===== src/rtl/rv_pkg.sv =====
// Shared RV32I encoding definitions: format codes, base opcodes, field
// bit positions and an immediate-range helper.
package rv_pkg;

    typedef enum logic [2:0] {
        FMT_R = 3'd0,
        FMT_I = 3'd1,
        FMT_S = 3'd2,
        FMT_B = 3'd3,
        FMT_U = 3'd4,
        FMT_J = 3'd5
    } fmt_e;

    localparam logic [6:0] OP_IMM    = 7'h13;
    localparam logic [6:0] OP_LOAD   = 7'h03;
    localparam logic [6:0] OP_STORE  = 7'h23;
    localparam logic [6:0] OP_BRANCH = 7'h63;
    localparam logic [6:0] OP_LUI    = 7'h37;
    localparam logic [6:0] OP_JAL    = 7'h6F;

    localparam int unsigned OPCODE_LSB = 0;
    localparam int unsigned RD_LSB     = 7;
    localparam int unsigned FUNCT3_LSB = 12;
    localparam int unsigned RS1_LSB    = 15;
    localparam int unsigned RS2_LSB    = 20;
    localparam int unsigned FUNCT7_LSB = 25;

    // True when imm[31:msb] are all equal, i.e. the value survives
    // truncation to msb+1 bits followed by sign extension.
    function automatic logic fits_signed(input logic [31:0] imm, input int unsigned msb);
        logic signed [31:0] hi;
        hi = $signed(imm) >>> msb;
        return (hi == '0) || (hi == '1);
    endfunction

endpackage


===== src/rtl/instr_pack.sv =====
// Combinational field packer: decoded fields + full immediate -> RV32I word.
// legal_o drops for illegal formats and, when IMM_RANGE_CHECK_EN is
// defined, for immediates not representable in the selected format.
module instr_pack
    import rv_pkg::*;
(
    input  logic [2:0]  fmt_i,
    input  logic [6:0]  opcode_i,
    input  logic [4:0]  rd_i,
    input  logic [4:0]  rs1_i,
    input  logic [4:0]  rs2_i,
    input  logic [2:0]  funct3_i,
    input  logic [6:0]  funct7_i,
    input  logic [31:0] imm_i,
    output logic [31:0] word_o,
    output logic        legal_o
);

    // Place each format's fields; bits a format does not define stay zero.
    always_comb begin
        word_o = '0;
        word_o[OPCODE_LSB +: 7] = opcode_i;
        legal_o = 1'b1;
        case (fmt_i)
            FMT_R: begin
                word_o[RD_LSB +: 5]     = rd_i;
                word_o[FUNCT3_LSB +: 3] = funct3_i;
                word_o[RS1_LSB +: 5]    = rs1_i;
                word_o[RS2_LSB +: 5]    = rs2_i;
                word_o[FUNCT7_LSB +: 7] = funct7_i;
            end
            FMT_I: begin
                word_o[RD_LSB +: 5]     = rd_i;
                word_o[FUNCT3_LSB +: 3] = funct3_i;
                word_o[RS1_LSB +: 5]    = rs1_i;
                word_o[31:20]           = imm_i[11:0];
            end
            FMT_S: begin
                word_o[FUNCT3_LSB +: 3] = funct3_i;
                word_o[RS1_LSB +: 5]    = rs1_i;
                word_o[RS2_LSB +: 5]    = rs2_i;
                word_o[31:25]           = imm_i[11:5];
                word_o[11:7]            = imm_i[4:0];
            end
            FMT_B: begin
                word_o[FUNCT3_LSB +: 3] = funct3_i;
                word_o[RS1_LSB +: 5]    = rs1_i;
                word_o[RS2_LSB +: 5]    = rs2_i;
                word_o[31]              = imm_i[12];
                word_o[30:25]           = imm_i[10:5];
                word_o[11:8]            = imm_i[4:1];
                word_o[7]               = imm_i[11];
            end
            FMT_U: begin
                word_o[RD_LSB +: 5]     = rd_i;
                word_o[31:12]           = imm_i[31:12];
            end
            FMT_J: begin
                word_o[RD_LSB +: 5]     = rd_i;
                word_o[31]              = imm_i[20];
                word_o[30:21]           = imm_i[10:1];
                word_o[20]              = imm_i[11];
                word_o[19:12]           = imm_i[19:12];
            end
            default: legal_o = 1'b0;
        endcase
`ifdef IMM_RANGE_CHECK_EN
        case (fmt_i)
            FMT_I, FMT_S: if (!fits_signed(imm_i, 11)) legal_o = 1'b0;
            FMT_B:        if (!fits_signed(imm_i, 12) || imm_i[0]) legal_o = 1'b0;
            FMT_U:        if (imm_i[11:0] != '0) legal_o = 1'b0;
            FMT_J:        if (!fits_signed(imm_i, 20) || imm_i[0]) legal_o = 1'b0;
            default:      ;
        endcase
`endif
    end

endmodule


===== src/rtl/instr_encoder.sv =====
// Program loader: packs decoded instruction fields into RV32I words and
// streams them to the imem write port at auto-incrementing, wrapping
// addresses. Optional immediate range checking: IMM_RANGE_CHECK_EN.
module instr_encoder
    import rv_pkg::*;
#(
    parameter int unsigned       ADDR_W    = 32,
    parameter logic [ADDR_W-1:0] BASE_ADDR = '0,
    parameter int unsigned       DEPTH_B   = 4096
)(
    input  logic              clk,
    input  logic              rst,
    input  logic              restart,
    input  logic              in_valid,
    output logic              in_ready,
    input  logic [2:0]        in_fmt,
    input  logic [6:0]        in_opcode,
    input  logic [4:0]        in_rd,
    input  logic [4:0]        in_rs1,
    input  logic [4:0]        in_rs2,
    input  logic [2:0]        in_funct3,
    input  logic [6:0]        in_funct7,
    input  logic [31:0]       in_imm,
    output logic              wr_valid,
    input  logic              wr_ready,
    output logic [ADDR_W-1:0] wr_addr,
    output logic [31:0]       wr_data,
    output logic              enc_err,
    output logic [15:0]       word_cnt
);

    localparam logic [ADDR_W-1:0] END_ADDR = BASE_ADDR + ADDR_W'(DEPTH_B);

    logic              wr_valid_q, wr_valid_d;
    logic [ADDR_W-1:0] wr_addr_q,  wr_addr_d;
    logic [31:0]       wr_data_q,  wr_data_d;
    logic              enc_err_q,  enc_err_d;
    logic [15:0]       word_cnt_q, word_cnt_d;

    logic [31:0]       pack_word;
    logic              pack_legal;
    logic              accept;
    logic              wr_done;
    logic [ADDR_W-1:0] addr_inc;

    instr_pack u_pack (
        .fmt_i    (in_fmt),
        .opcode_i (in_opcode),
        .rd_i     (in_rd),
        .rs1_i    (in_rs1),
        .rs2_i    (in_rs2),
        .funct3_i (in_funct3),
        .funct7_i (in_funct7),
        .imm_i    (in_imm),
        .word_o   (pack_word),
        .legal_o  (pack_legal)
    );

    assign in_ready = !restart && (!wr_valid_q || wr_ready);
    assign accept   = in_valid && in_ready;
    assign wr_done  = wr_valid_q && wr_ready;
    assign addr_inc = wr_addr_q + ADDR_W'(4);

    // Next state: completion advances address/count, acceptance reloads the
    // output register; both may happen together for full-rate streaming.
    always_comb begin
        wr_valid_d = wr_valid_q;
        wr_addr_d  = wr_addr_q;
        wr_data_d  = wr_data_q;
        enc_err_d  = enc_err_q;
        word_cnt_d = word_cnt_q;
        if (restart) begin
            wr_valid_d = 1'b0;
            wr_addr_d  = BASE_ADDR;
            enc_err_d  = 1'b0;
            word_cnt_d = '0;
        end else begin
            if (wr_done) begin
                wr_valid_d = 1'b0;
                wr_addr_d  = (addr_inc == END_ADDR) ? BASE_ADDR : addr_inc;
                if (word_cnt_q != '1) word_cnt_d = word_cnt_q + 16'd1;
            end
            if (accept) begin
                if (pack_legal) begin
                    wr_valid_d = 1'b1;
                    wr_data_d  = pack_word;
                end else begin
                    enc_err_d  = 1'b1;
                end
            end
        end
    end

    // State registers; rst overrides restart and any handshake in flight.
    always_ff @(posedge clk) begin
        if (rst) begin
            wr_valid_q <= 1'b0;
            wr_addr_q  <= BASE_ADDR;
            wr_data_q  <= '0;
            enc_err_q  <= 1'b0;
            word_cnt_q <= '0;
        end else begin
            wr_valid_q <= wr_valid_d;
            wr_addr_q  <= wr_addr_d;
            wr_data_q  <= wr_data_d;
            enc_err_q  <= enc_err_d;
            word_cnt_q <= word_cnt_d;
        end
    end

    assign wr_valid = wr_valid_q;
    assign wr_addr  = wr_addr_q;
    assign wr_data  = wr_data_q;
    assign enc_err  = enc_err_q;
    assign word_cnt = word_cnt_q;

endmodule


===== config.mk =====
export PLATFORM = sky130hd
export DESIGN_NAME = instr_encoder
export DESIGN_NICKNAME = d
export VERILOG_FILES = /design/src/rtl/rv_pkg.sv /design/src/rtl/instr_pack.sv /design/src/rtl/instr_encoder.sv
export SDC_FILE = /design/constraint.sdc
export NUM_CORES = 1
export LEC_CHECK = 0
export CAP_MARGIN = 20
export CORE_AREA = 2 2 97 99
export CTS_CLUSTER_SIZE = 10
export DETAILED_ROUTE_END_ITERATION = 10
export DIE_AREA = 0 0 99 101
export HOLD_SLACK_MARGIN = 0.03
export PLACE_DENSITY_LB_ADDON = 0.25
export SETUP_SLACK_MARGIN = 0.05
export SLEW_MARGIN = 20
export SYNTH_ARGS = -nofsm -noshare
export SYNTH_HDL_FRONTEND = slang
export SYNTH_HIERARCHICAL = 1
export SYNTH_SLANG_ARGS = --single-unit
export TNS_END_PERCENT = 1

===== constraint.sdc =====
create_clock -name clk -period 3.6 [get_ports clk]
set_input_delay 1.08 -clock clk [delete_from_list [all_inputs] [get_ports clk]]
set_output_delay 1.08 -clock clk [all_outputs]
set_load 0.005 [all_outputs]

# [Yosys cells after proc, flatten, opt, wreduce, memory -nomap -nowiden]
# Cells that the tools add are included.
# W data, S select, Z words.
[classes] n_mul=0 n_shift=0 n_eq_ne=7 n_reduce_logical=12 n_div=0 n_mux=6 addsub=2 n_bitwise=2 order_cmp=0
[op_table] operator="$pmux W25 S6" n=1
[op_table] operator="$add A32 B3 Y32 const B" n=1
[op_table] operator="$eq A32 B13 Y1 const B" n=1
[op_table] operator="$mux W32" n=1
[op_table] operator="$add A16 B1 Y16 const B" n=1
[op_table] operator="$ne A16 B16 Y1 const B" n=1
[op_table] operator="$eq A3 B2 Y1 const B" n=2
[op_table] operator="$eq A3 B3 Y1 const B" n=2
[op_table] operator="$reduce_or A6 Y1" n=1
[op_table] operator="$mux W1" n=4
[op_table] operator="$reduce_and A2 Y1" n=2
[op_table] operator="$eq A3 B1 Y1 const B" n=1
[op_table] operator="$logic_and A1 B1 Y1" n=3
[op_table] operator="$logic_not A3 Y1" n=1
[op_table] operator="$reduce_and A3 Y1" n=1
[op_table] operator="$logic_not A1 Y1" n=2
[op_table] operator="$not A1 Y1" n=2
[op_table] operator="$reduce_or A2 Y1" n=1
[op_table] operator="$logic_or A1 B1 Y1" n=1
[word_totals] elab_cells=34 in_bits=72 reg_bits=82 ramBits=0 romBits=0 mem_count=0 latch_bits=0

# [Longest topological paths before layout]
# Gate-level depths: netlist of the first run.
[depth] word_depth=5 ltp_mapped=8 ltp_nobuf=8

# [Cells and area by module]
# The synthesis of the first run kept the hierarchy.
[by_module_without_submodules] module="instr_encoder" cells_each=467 area_each_um2=3724.8 instances=1
[by_module_without_submodules] module="instr_pack" cells_each=87 area_each_um2=573.0 instances=1

# [Worst setup path after synthesis of the first run]
# OpenSTA, ideal clock, no wires.
[synth_timing] path_type="in2reg" startpoint="input port wr_ready" endpoint="register wr_addr_q[21] (netlist: wr_addr[21])" setup_time_ns=0.128 slack_ns=1.091 t_required_ns=3.472 n_path_buf=0 t_arrival_ns=2.381 path_stages=6 cell_sequence="nand2_1 -> nor4_2 -> nand4_1 -> or3_1 -> xor2_1 -> nor2_1"
[synth_between] elab_chain_cells=1
[synth_lines] item="start, declared" line_no="instr_encoder.sv:25" text="input logic wr_ready,"
[synth_lines] item="$logic_and A1 B1 Y1" line_no="instr_encoder.sv:61" text="assign wr_done = wr_valid_q && wr_ready;"
[synth_lines] item="end signal, assigned" line_no="instr_encoder.sv:104" text="wr_addr_q <= wr_addr_d;"
[synth_lines] item="end, declared" line_no="instr_encoder.sv:35" text="logic [ADDR_W-1:0] wr_addr_q, wr_addr_d;"
# Every way passes these cells.
# A chain may end at the register's enable or synchronous reset.

# [Worst setup path in the final report of the first run]
[layout_timing] startpoint="input port wr_ready" endpoint="output port in_ready"
[layout_between] elab_chain_cells=2
[layout_lines] item="$logic_or A1 B1 Y1" line_no="instr_encoder.sv:59" text="assign in_ready = !restart && (!wr_valid_q || wr_ready);"
[layout_lines] item="$logic_and A1 B1 Y1" line_no="instr_encoder.sv:59"
[layout_lines] item="end, declared" line_no="instr_encoder.sv:15" text="output logic in_ready,"
# Every way passes these cells.

==> results of run 1 <==
[layer usage]
| layer | GRT usage | up-vias |
|---|---|---|
| li1 | - | 2183 |
| met1 | 0.304 | 2105 |
| met2 | 0.449 | 201 |
| met3 | 0.0541 | 31 |
| met4 | 0.128 | 0 |
| met5 | 0 | - |
[cell usage after synthesis (2+ instances only)]
library cell and instances:
a2111oi_2 2, o2111ai_1 2, clkbuf_1 17, nor2b_1 5, and4_1 7, ha_1 2, a22oi_1 17, nand2_1 95
inv_1 12, nand3_1 26, a21oi_1 40, and2_1 4, and3_1 8, dfxtp_1 80, a31oi_1 4, nor4_2 2
nor3_1 13, buf_1 3, nand2b_1 2, xnor2_1 16, a22o_1 6, or3_1 8, o21ai_0 16, buf_2 17
mux2_2 2, mux2i_1 4, nor4_1 5, nor2_1 47, o22ai_1 7, nand4_1 21, or2_2 2, xor2_1 30
o2bb2ai_1 4, buf_4 9
[worst min-delay path, cell delays in order, from the launching register on]
cell	delay, ns
dfxtp_1	0.32
nand2_1	0.05
a21oi_1	0.05
[logic make-up (layout without fill, tap and decap cells)]
family | count (synthesis) | in the layout | share of synthesized area
xor+xnor | 46 | 46 | 0.0937
compound gates | 106 | 106 | 0.158
mux | 7 | 7 | 0.0180
buf+inv | 59 | 193 | 0.0661
simple gates | 253 | 253 | 0.285
other cells | 1 | 2 | 0.000873
fa+ha+maj | 2 | 2 | 0.00582
flops | 80 | 80 | 0.373
[repair_timing]
| item | in CTS | in global routing |
|---|---|---|
| setup endpoints to repair | 0 | 1 |
| hold buffers | 0 | 0 |
| resized for setup | 0 | 1 |
| hold endpoints to repair | 0 | 0 |
[cell type report]
cell class / count / area (µm²) / area share
clock inverters: 6 / 50.0 / 0.00831
repair buffers: 165 / 1630 / 0.271
clock buffers: 10 / 138 / 0.0229
flip-flops and latches: 80 / 1600 / 0.266
multi-input cells: 416 / 2420 / 0.401
inverters: 12 / 45.0 / 0.00748
well taps: 111 / 139 / 0.0231
[flip-flops by register name (all words and copies together) (netlist names)]
name / count
wr_data: 32
wr_addr: 30
word_cnt: 16
enc_err: 1
wr_valid: 1
[power breakdown]
part           leakage (nW)  internal [mW]  switching (mW)
Clock                0.0899          0.278           0.364
Combinational          1.33          0.135          0.0987
Sequential            0.647          0.898         0.00796
[cells in the final DEF (no fill, tap or decap), types with 5 or more instances in the layout]
cell / synthesis / layout
clkdlybuf4s50_1: 0 / 151
nand2_1: 95 / 95
dfxtp_1: 80 / 80
nor2_1: 47 / 47
a21oi_1: 40 / 40
xor2_1: 30 / 30
nand3_1: 26 / 26
nand4_1: 21 / 21
a22oi_1: 17 / 17
xnor2_1: 16 / 16
o21ai_0: 16 / 16
nor3_1: 13 / 13
inv_1: 12 / 12
buf_4: 9 / 12
clkbuf_8: 0 / 10
and3_1: 8 / 8
or3_1: 8 / 8
and4_1: 7 / 7
o22ai_1: 7 / 7
a22o_1: 6 / 6
nor2b_1: 5 / 5
nor4_1: 5 / 5
[through the flow]
stage	power, mW	hold slack, ns	setup WS [ns]
6_report	1.78	0.456	0.444
5_1_grt	1.85	0.484	0.367
4_1_cts	1.79	0.458	0.0578
3_5_place_dp	1.16	0.446	0.0724
3_3_place_gp	1.15	0.444	0.128
2_1_floorplan	1.03	0.453	1.09
[worst min path at each step]
stage | depth (start not counted) | slack (ns) | endpoint
2_1_floorplan | 2 | 0.45 | wr_data[0]
3_3_place_gp | 2 | 0.44 | wr_data[9]
3_5_place_dp | 2 | 0.45 | wr_data[23]
4_1_cts | 2 | 0.46 | wr_data[23]
5_1_grt | 2 | 0.48 | wr_data[24]
6_report | 2 | 0.46 | wr_data[23]
==> results_dict.tcl, run 1 <==
set metrics [dict create \
    vias 4520 \
    async_reset_ff_frac 0 \
    cpMaxStageDelayCell "clkdlybuf4s50_1" \
    min_period_over_period 0.877 \
    place_congestion 0.903 \
    drive_gt1_frac 0.0624 \
    timing.rr.start "wr_addr[12]" \
    critPathRequiredTime_ns 2.52 \
    crit_chain "clkdlybuf4s50_1, nand2b_1, nor2b_1, dlymetal6s2s_1" \
    endpoint "in_ready" \
    dr.pass1.iters 5 \
    slew_headroom 0.439 \
    row_count 35 \
    die_h_um 101 \
    crit_cells 4 \
    ys.warnings.count 6 \
    dieArea_um2 10000 \
    cp_top_family "buffers and inverters" \
    antenna_left 0 \
    diodes 0 \
    cts.sinks 80 \
    dieWidth_um 99 \
    synth_seq_cells 80 \
    syn_area_um2 4300 \
    synth-main-ff-cell "dfxtp_1" \
    reg2reg_depth 7 \
    grt_pass1_vias 4460 \
    hold_path.class "flop to flop" \
    ir_drop_mv 0.156 \
    dpl.cell_count 784 \
    ios 155 \
    clock_latency_ns 0.36 \
    htree_levels 3 \
    clk_pin_slew_ns 0.08 \
    crit_start "wr_ready" \
    synth.largest_area_cell "dfxtp_1" \
    clk_path_buf_depth 2 \
    cts_tree "built" \
    cts-root-buf "clkbuf_8" \
    critPathKind "input pin to output port" \
    p_leak_nw 2.06 \
    skew_ns 0.0122 \
    start_util 0.479 \
    grt_max_degree 47 \
    crit_fanout 3 \
    final_nets 758 \
    hp-start "wr_data[23]" \
    wl_mm 12.9 \
    fin_setup_tns_ns 0 \
    cp.arrival_ns 2.08 \
    worstMarginPinSlew_ns 0.842 \
    synth_edf_count 0 \
    rsz0062_at_grt "false" \
    drt_iter0_markers 309 \
    wl_met3_um 955 \
    grt_antenna_before_repair 0 \
    ys_seq_area_frac 0.373 \
    wl_per_cell_um 16.1 \
    drc 0 \
    post-route-util 0.671 \
    synth_cells 554 \
    port_buffers 152 \
    top_layer_used "met4" \
    dpl_cell_area_um2 5830 \
    post-route-min-period_ns 3.16 \
    status "completed" \
    areaGrowthSynthToFinish_pct 40.1 \
    core_area_um2 8980 \
    cellPowerDensity_nw_per_um2 296 \
    dp_hpwl_mm 9.69 \
    postCtsSetupBuffers 0 \
    path_buf_inv 2 \
    overflow 0 \
    fmax_ghz 0.317 \
    worstSetupStartpointType "input pin" \
    end_kind "output port" \
    gr-usage-all-layers 0.259 \
    maxSlewViolCount 0 \
    cts_buffers 9 \
    hold_violations 0 \
    wl_met1_mm 5.19 \
    worst_r2r_endpoint "wr_addr[3]" \
    num-fill-cells 751 \
    regToRegSetupSlack_ns 0.96 \
    synth.top_cell.area_share 0.373 \
    ys_types 53 \
    maxCapViolCount 0 \
    avgSynthCellArea_um2 7.76 \
    viasPerCell 5.65 \
    slowest_delay_ns 0.49 \
    grt_pass1_wl_mm 20.9 \
    setup_violations 0 \
    synth.area.top_cells "dfxtp_1 37%, nand2_1 8.3%, xor2_1 6.1%" \
    final_area_um2 6020 \
    stdcell_count 800 \
    met2_length_mm 6.34 \
]
Note: power is estimated with default switching activity, not from simulation.
==> run 2: changes to the inputs <==
--- a/config.mk
+++ b/config.mk
@@ -10,6 +10,7 @@
 export CTS_CLUSTER_SIZE = 10
 export DETAILED_ROUTE_END_ITERATION = 10
 export DIE_AREA = 0 0 99 101
+export GPL_TIMING_DRIVEN = 0
 export HOLD_SLACK_MARGIN = 0.03
 export PLACE_DENSITY_LB_ADDON = 0.25
 export SETUP_SLACK_MARGIN = 0.05
==> results_dict.tcl, run 2 (synthesized netlist as in run 1, its figures left out) <==
set metrics [dict create \
    cpMaxStageDelayCell "clkdlybuf4s50_1" \
    p_leak_nw 2.15 \
    critPathKind "input pin to output port" \
    overflow 0 \
    maxCapViolCount 0 \
    hp-start "wr_data[1]" \
    areaGrowthSynthToFinish_pct 42.7 \
    drc 0 \
    clk_pin_slew_ns 0.08 \
    ir_drop_mv 0.198 \
    setup_slack_ns 0.330 \
    grt_pass1_wl_mm 20.8 \
    most-common-layout-cells "142 x clkdlybuf4s50_1, 95 x nand2_1, 80 x dfxtp_1" \
    wl_mm 12.9 \
    hold_path.class "flop to flop" \
    antenna_left 0 \
    port_buffers 143 \
    dp_hpwl_mm 9.93 \
    gr-usage-all-layers 0.258 \
    final_nets 783 \
    core_area_um2 8980 \
    worstMarginPinSlew_ns 0.758 \
    dieArea_um2 10000 \
    ios 155 \
    crit_cells 4 \
    reg2reg_depth 7 \
    diodes 0 \
    cp_top_family "buffers and inverters" \
    grt_max_degree 14 \
    slowest_delay_ns 0.49 \
    drt_iter0_markers 162 \
    post-route-min-period_ns 3.27 \
    setup_violations 0 \
    crit_start "wr_ready" \
    fin_setup_tns_ns 0 \
    path_buf_inv 2 \
    htree_levels 3 \
    cts-root-buf "clkbuf_8" \
    hold_ws_ns 0.459 \
    cts_tree "built" \
    wl_per_cell_um 15.6 \
    cellPowerDensity_nw_per_um2 326 \
    min_period_over_period 0.908 \
    row_count 35 \
    end_kind "output port" \
    largest_reg_flops 32 \
    dp_slack_ns 0.0129 \
    crit_chain "clkdlybuf4s50_1, nand2b_1, nor2b_2, dlygate4sd2_1" \
    min_path_cells 2 \
    grt_pass1_vias 4418 \
    dieWidth_um 99 \
    clock_latency_ns 0.35 \
    critPathRequiredTime_ns 2.52 \
    mostFrequentLayoutCell "clkdlybuf4s50_1" \
    worstSetupStartpointType "input pin" \
    status "completed" \
    dr.pass1.iters 5 \
    vias 4540 \
    crit_fanout 4 \
    slew_headroom 0.493 \
    rsz0062_at_grt "false" \
    cts.sinks 80 \
    place_congestion 0.945 \
    grt_antenna_before_repair 0 \
    skew_ns 0.0193 \
    clk_path_buf_depth 2 \
    die_h_um 101 \
    total_power_mw 2.00 \
    postCtsSetupBuffers 0 \
    fmax_ghz 0.306 \
    start_util 0.479 \
    post-route-util 0.683 \
    cts_buffers 9 \
    drive_gt1_frac 0.0784 \
    hold_buffers 0 \
    maxSlewViolCount 0 \
    hold_violations 0 \
    viasPerCell 5.50 \
    timing.rr.start "wr_addr[2]" \
    cp.arrival_ns 2.19 \
]
[run 2: per-stage QoR]
| stage | instances | cell area (µm²) |
|---|---|---|
| floorplan | 555 | 4300 |
| global placement | 809 | 5870 |
| detailed placement | 809 | 5870 |
| CTS | 825 | 6130 |
| global route | 825 | 6130 |
| finish | 825 | 6130 |
[run 2: path summary, 6_finish.rpt]
check	end	slack [ns]
setup / recovery	in_ready	0.33
setup reg to reg	wr_addr[2]	1.02
hold / removal	wr_data[1]	0.46
hold reg to reg	wr_data[1]	0.46
[run 2: final cells by class]
| class | instances | area (µm²) |
|---|---|---|
| plain buffers | 47 | 239 |
| clock inverters | 5 | 129 |
| well taps | 111 | 139 |
| flip-flops and latches | 80 | 1600 |
| inverters | 12 | 45.0 |
| multi-input cells | 416 | 2420 |
| repair buffers | 143 | 1430 |
| fillers | 744 | 2840 |
| clock buffers | 11 | 131 |
[run 2: worst min-delay path, delay by kind of cell (launching register included)]
kind,cells,cell delay [ns]
AOI/OAI and AO/OA,1,0.05
DFF,1,0.31
and+or+nand+nor,1,0.05
[run 2: power breakdown]
group / switching, mW / total (mW) / internal [mW]
sequential: 0.00804 / 0.906 / 0.898
clock: 0.331 / 0.864 / 0.533
combinational: 0.100 / 0.232 / 0.132
[run 2: layer usage]
layer	global-route usage	part of all wire
met4	0.102	0.029
met2	0.439	0.47
met3	0.0784	0.084
met5	0	0
met1	0.306	0.41
[run 2: repair_timing]
item / 4_1_cts / 5_1_grt
endpoints found under the setup margin: 1 / 0
gates resized for setup: 2 / 0
endpoints found under the hold margin: 0 / 0
==> run 3: changes to the inputs <==
--- a/config.mk
+++ b/config.mk
@@ -6,10 +6,11 @@
 export NUM_CORES = 1
 export LEC_CHECK = 0
 export CAP_MARGIN = 20
-export CORE_AREA = 2 2 97 99
+export CORE_AREA = 2 2 95 97
+export CTS_BUF_LIST = sky130_fd_sc_hd__clkbuf_4
 export CTS_CLUSTER_SIZE = 10
 export DETAILED_ROUTE_END_ITERATION = 10
-export DIE_AREA = 0 0 99 101
+export DIE_AREA = 0 0 97 99
 export GPL_TIMING_DRIVEN = 0
 export HOLD_SLACK_MARGIN = 0.03
 export PLACE_DENSITY_LB_ADDON = 0.25
@@ -17,6 +18,5 @@
 export SLEW_MARGIN = 20
 export SYNTH_ARGS = -nofsm -noshare
 export SYNTH_HDL_FRONTEND = slang
-export SYNTH_HIERARCHICAL = 1
 export SYNTH_SLANG_ARGS = --single-unit
 export TNS_END_PERCENT = 1
==> results_dict.tcl, run 3 <==
set metrics [dict create \
    synth_edf_count 0 \
    cts-resized-gates 2 \
    cp_top_family "buffers and inverters" \
    maxSlewViolCount 0 \
    grtUsageMet3 0.0681 \
    crit_fanout 4 \
    die_h_um 99 \
    critPathRequiredTime_ns 2.52 \
    synth.top_cell.area_share 0.384 \
    setup_violations 0 \
    postCtsSetupBuffers 0 \
    grt_pass1_vias 4365 \
    synth_top_cells_by_count "80 x dfxtp_1, 76 x nor2_1, 48 x nand2_1" \
    start_util 0.488 \
    ys_types 52 \
    crit_cells 4 \
    final_nets 758 \
    cts-root-buf "clkbuf_4" \
    mostFrequentLayoutCell "clkdlybuf4s50_1" \
    maxCapViolCount 0 \
    top_usage_layer "met2" \
    status "completed" \
    synth-main-ff-cell "dfxtp_1" \
    wl_per_cell_um 15.7 \
    ios 155 \
    vias 4463 \
    ir_drop_mv 0.178 \
    viasPerCell 5.60 \
    cts_buffers 9 \
    critPathKind "input pin to output port" \
    synth_cells 522 \
    setup_slack_ns 0.319 \
    path_buf_inv 2 \
    slew_headroom 0.295 \
    place_congestion 0.895 \
    synth.largest_area_cell "dfxtp_1" \
    cp.arrival_ns 2.20 \
    dieArea_um2 9600 \
    core_area_um2 8550 \
    gr-usage-all-layers 0.259 \
    clock_latency_ns 0.44 \
    areaGrowthSynthToFinish_pct 42.2 \
    ys_seq_area_frac 0.384 \
    reg2reg_depth 9 \
    avgSynthCellArea_um2 7.99 \
    crit_chain "clkdlybuf4s50_1, nand2b_1, nor2b_2, dlygate4sd2_1" \
    cts.sinks 80 \
    port_buffers 150 \
    post-route-util 0.694 \
    largest_reg_flops 32 \
    dr.pass1.iters 6 \
    async_reset_ff_frac 0 \
    cpMaxStageDelayCell "clkdlybuf4s50_1" \
    synth.area.top_cells "dfxtp_1 38%, nor2_1 6.8%, xor2_1 5.7%" \
    cts_tree "built" \
    skew_ns 0.0148 \
    worstSetupStartpointType "input pin" \
    post-route-min-period_ns 3.28 \
    clk_pin_slew_ns 0.14 \
    ys.warnings.count 0 \
    diodes 0 \
    clk_path_buf_depth 2 \
    antenna_left 0 \
    total_power_mw 1.65 \
    syn_area_um2 4170 \
    hold_path.class "flop to flop" \
    rsz0062_at_grt "false" \
    row_count 34 \
    dpl.cell_count 781 \
    dp_hpwl_mm 9.56 \
    yosysMostFrequentCell "dfxtp_1" \
    grt_pass1_wl_mm 20.7 \
    drive_gt1_frac 0.0522 \
    overflow 0 \
    fmax_ghz 0.305 \
    worstMarginPinSlew_ns 1.03 \
    drt_iter0_markers 218 \
    grt_max_degree 15 \
    stdcell_count 797 \
    grt.met1_usage 0.304 \
    end_kind "output port" \
    cellPowerDensity_nw_per_um2 279 \
    wl_mm 12.5 \
    synth_seq_cells 80 \
    grt_antenna_before_repair 0 \
    htree_levels 3 \
    hold_buffers 0 \
    hold_violations 0 \
    dieWidth_um 97 \
    num-fill-cells 692 \
    drc 0 \
    min_path_cells 2 \
    min_period_over_period 0.912 \
    most-common-layout-cells "149 x clkdlybuf4s50_1, 80 x dfxtp_1, 76 x nor2_1" \
    slowest_delay_ns 0.48 \
    met2_usage 0.453 \
    dp_slack_ns -0.0335 \
    p_leak_nw 1.95 \
]
run 3: layout make-up:
type | instances | area, µm² | share of cell area
clock buffer | 10 | 75.1 | 0.0127
clock inverter | 6 | 45.0 | 0.00759
buffer | 40 | 185 | 0.0312
inverter | 3 | 11.3 | 0.00190
sequential | 80 | 1600 | 0.270
multi-input combinational | 400 | 2380 | 0.401
tap | 108 | 135 | 0.0228
timing repair buffer | 150 | 1500 | 0.253
run 3: report_power, final:
| part | leakage (nW) | switching (mW) | internal [mW] | total (mW) |
|---|---|---|---|---|
| logic | 1.24 | 0.104 | 0.140 | 0.244 |
| registers | 0.649 | 0.0122 | 0.907 | 0.920 |
| clock network | 0.0606 | 0.338 | 0.152 | 0.490 |
run 3: worst reg2reg max path: cells and delay by family (launching register included):
kind,cells,cell delay [ns]
flops,1,0.51
fa+ha+maj,1,0.23
compound gates,1,0.45
simple gates,6,1.40
buf+inv,1,0.24
run 3: final timing paths:
kind                    start  slack (ns)          end
setup / recovery     wr_ready        0.32     in_ready
hold / removal    wr_data[31]        0.47  wr_data[31]
setup reg to reg   wr_addr[2]        0.67   wr_addr[2]
hold reg to reg   wr_data[31]        0.47  wr_data[31]
run 3: cells by family (layout without fill, tap and decap cells):
logic type	count (synthesis)	after routing	synth area share
compound gates	102	102	0.166
xor+xnor	45	45	0.0945
fa+ha+maj	2	2	0.00600
buf+inv	43	209	0.0471
flops	80	80	0.384
mux	8	8	0.0198
other cells	1	2	0.000899
simple gates	241	241	0.282
run 3: stage by stage:
stage	setup TNS [ns]	hold slack (ns)	area, µm²
after floorplan	0	0.453	4170
after global placement	-0.0184	0.441	5810
after detailed placement	-0.0335	0.449	5810
after CTS	0	0.470	5930
after global routing	0	0.489	5930
final	0	0.469	5930
run 3: per-layer routing:
| metal | vias up | wire length, µm |
|---|---|---|
| met4 | 0 | 318 |
| met1 | 2048 | 5010 |
| met2 | 193 | 6160 |
| li1 | 2192 | - |
| met3 | 30 | 1030 |
| met5 | - | 0 |
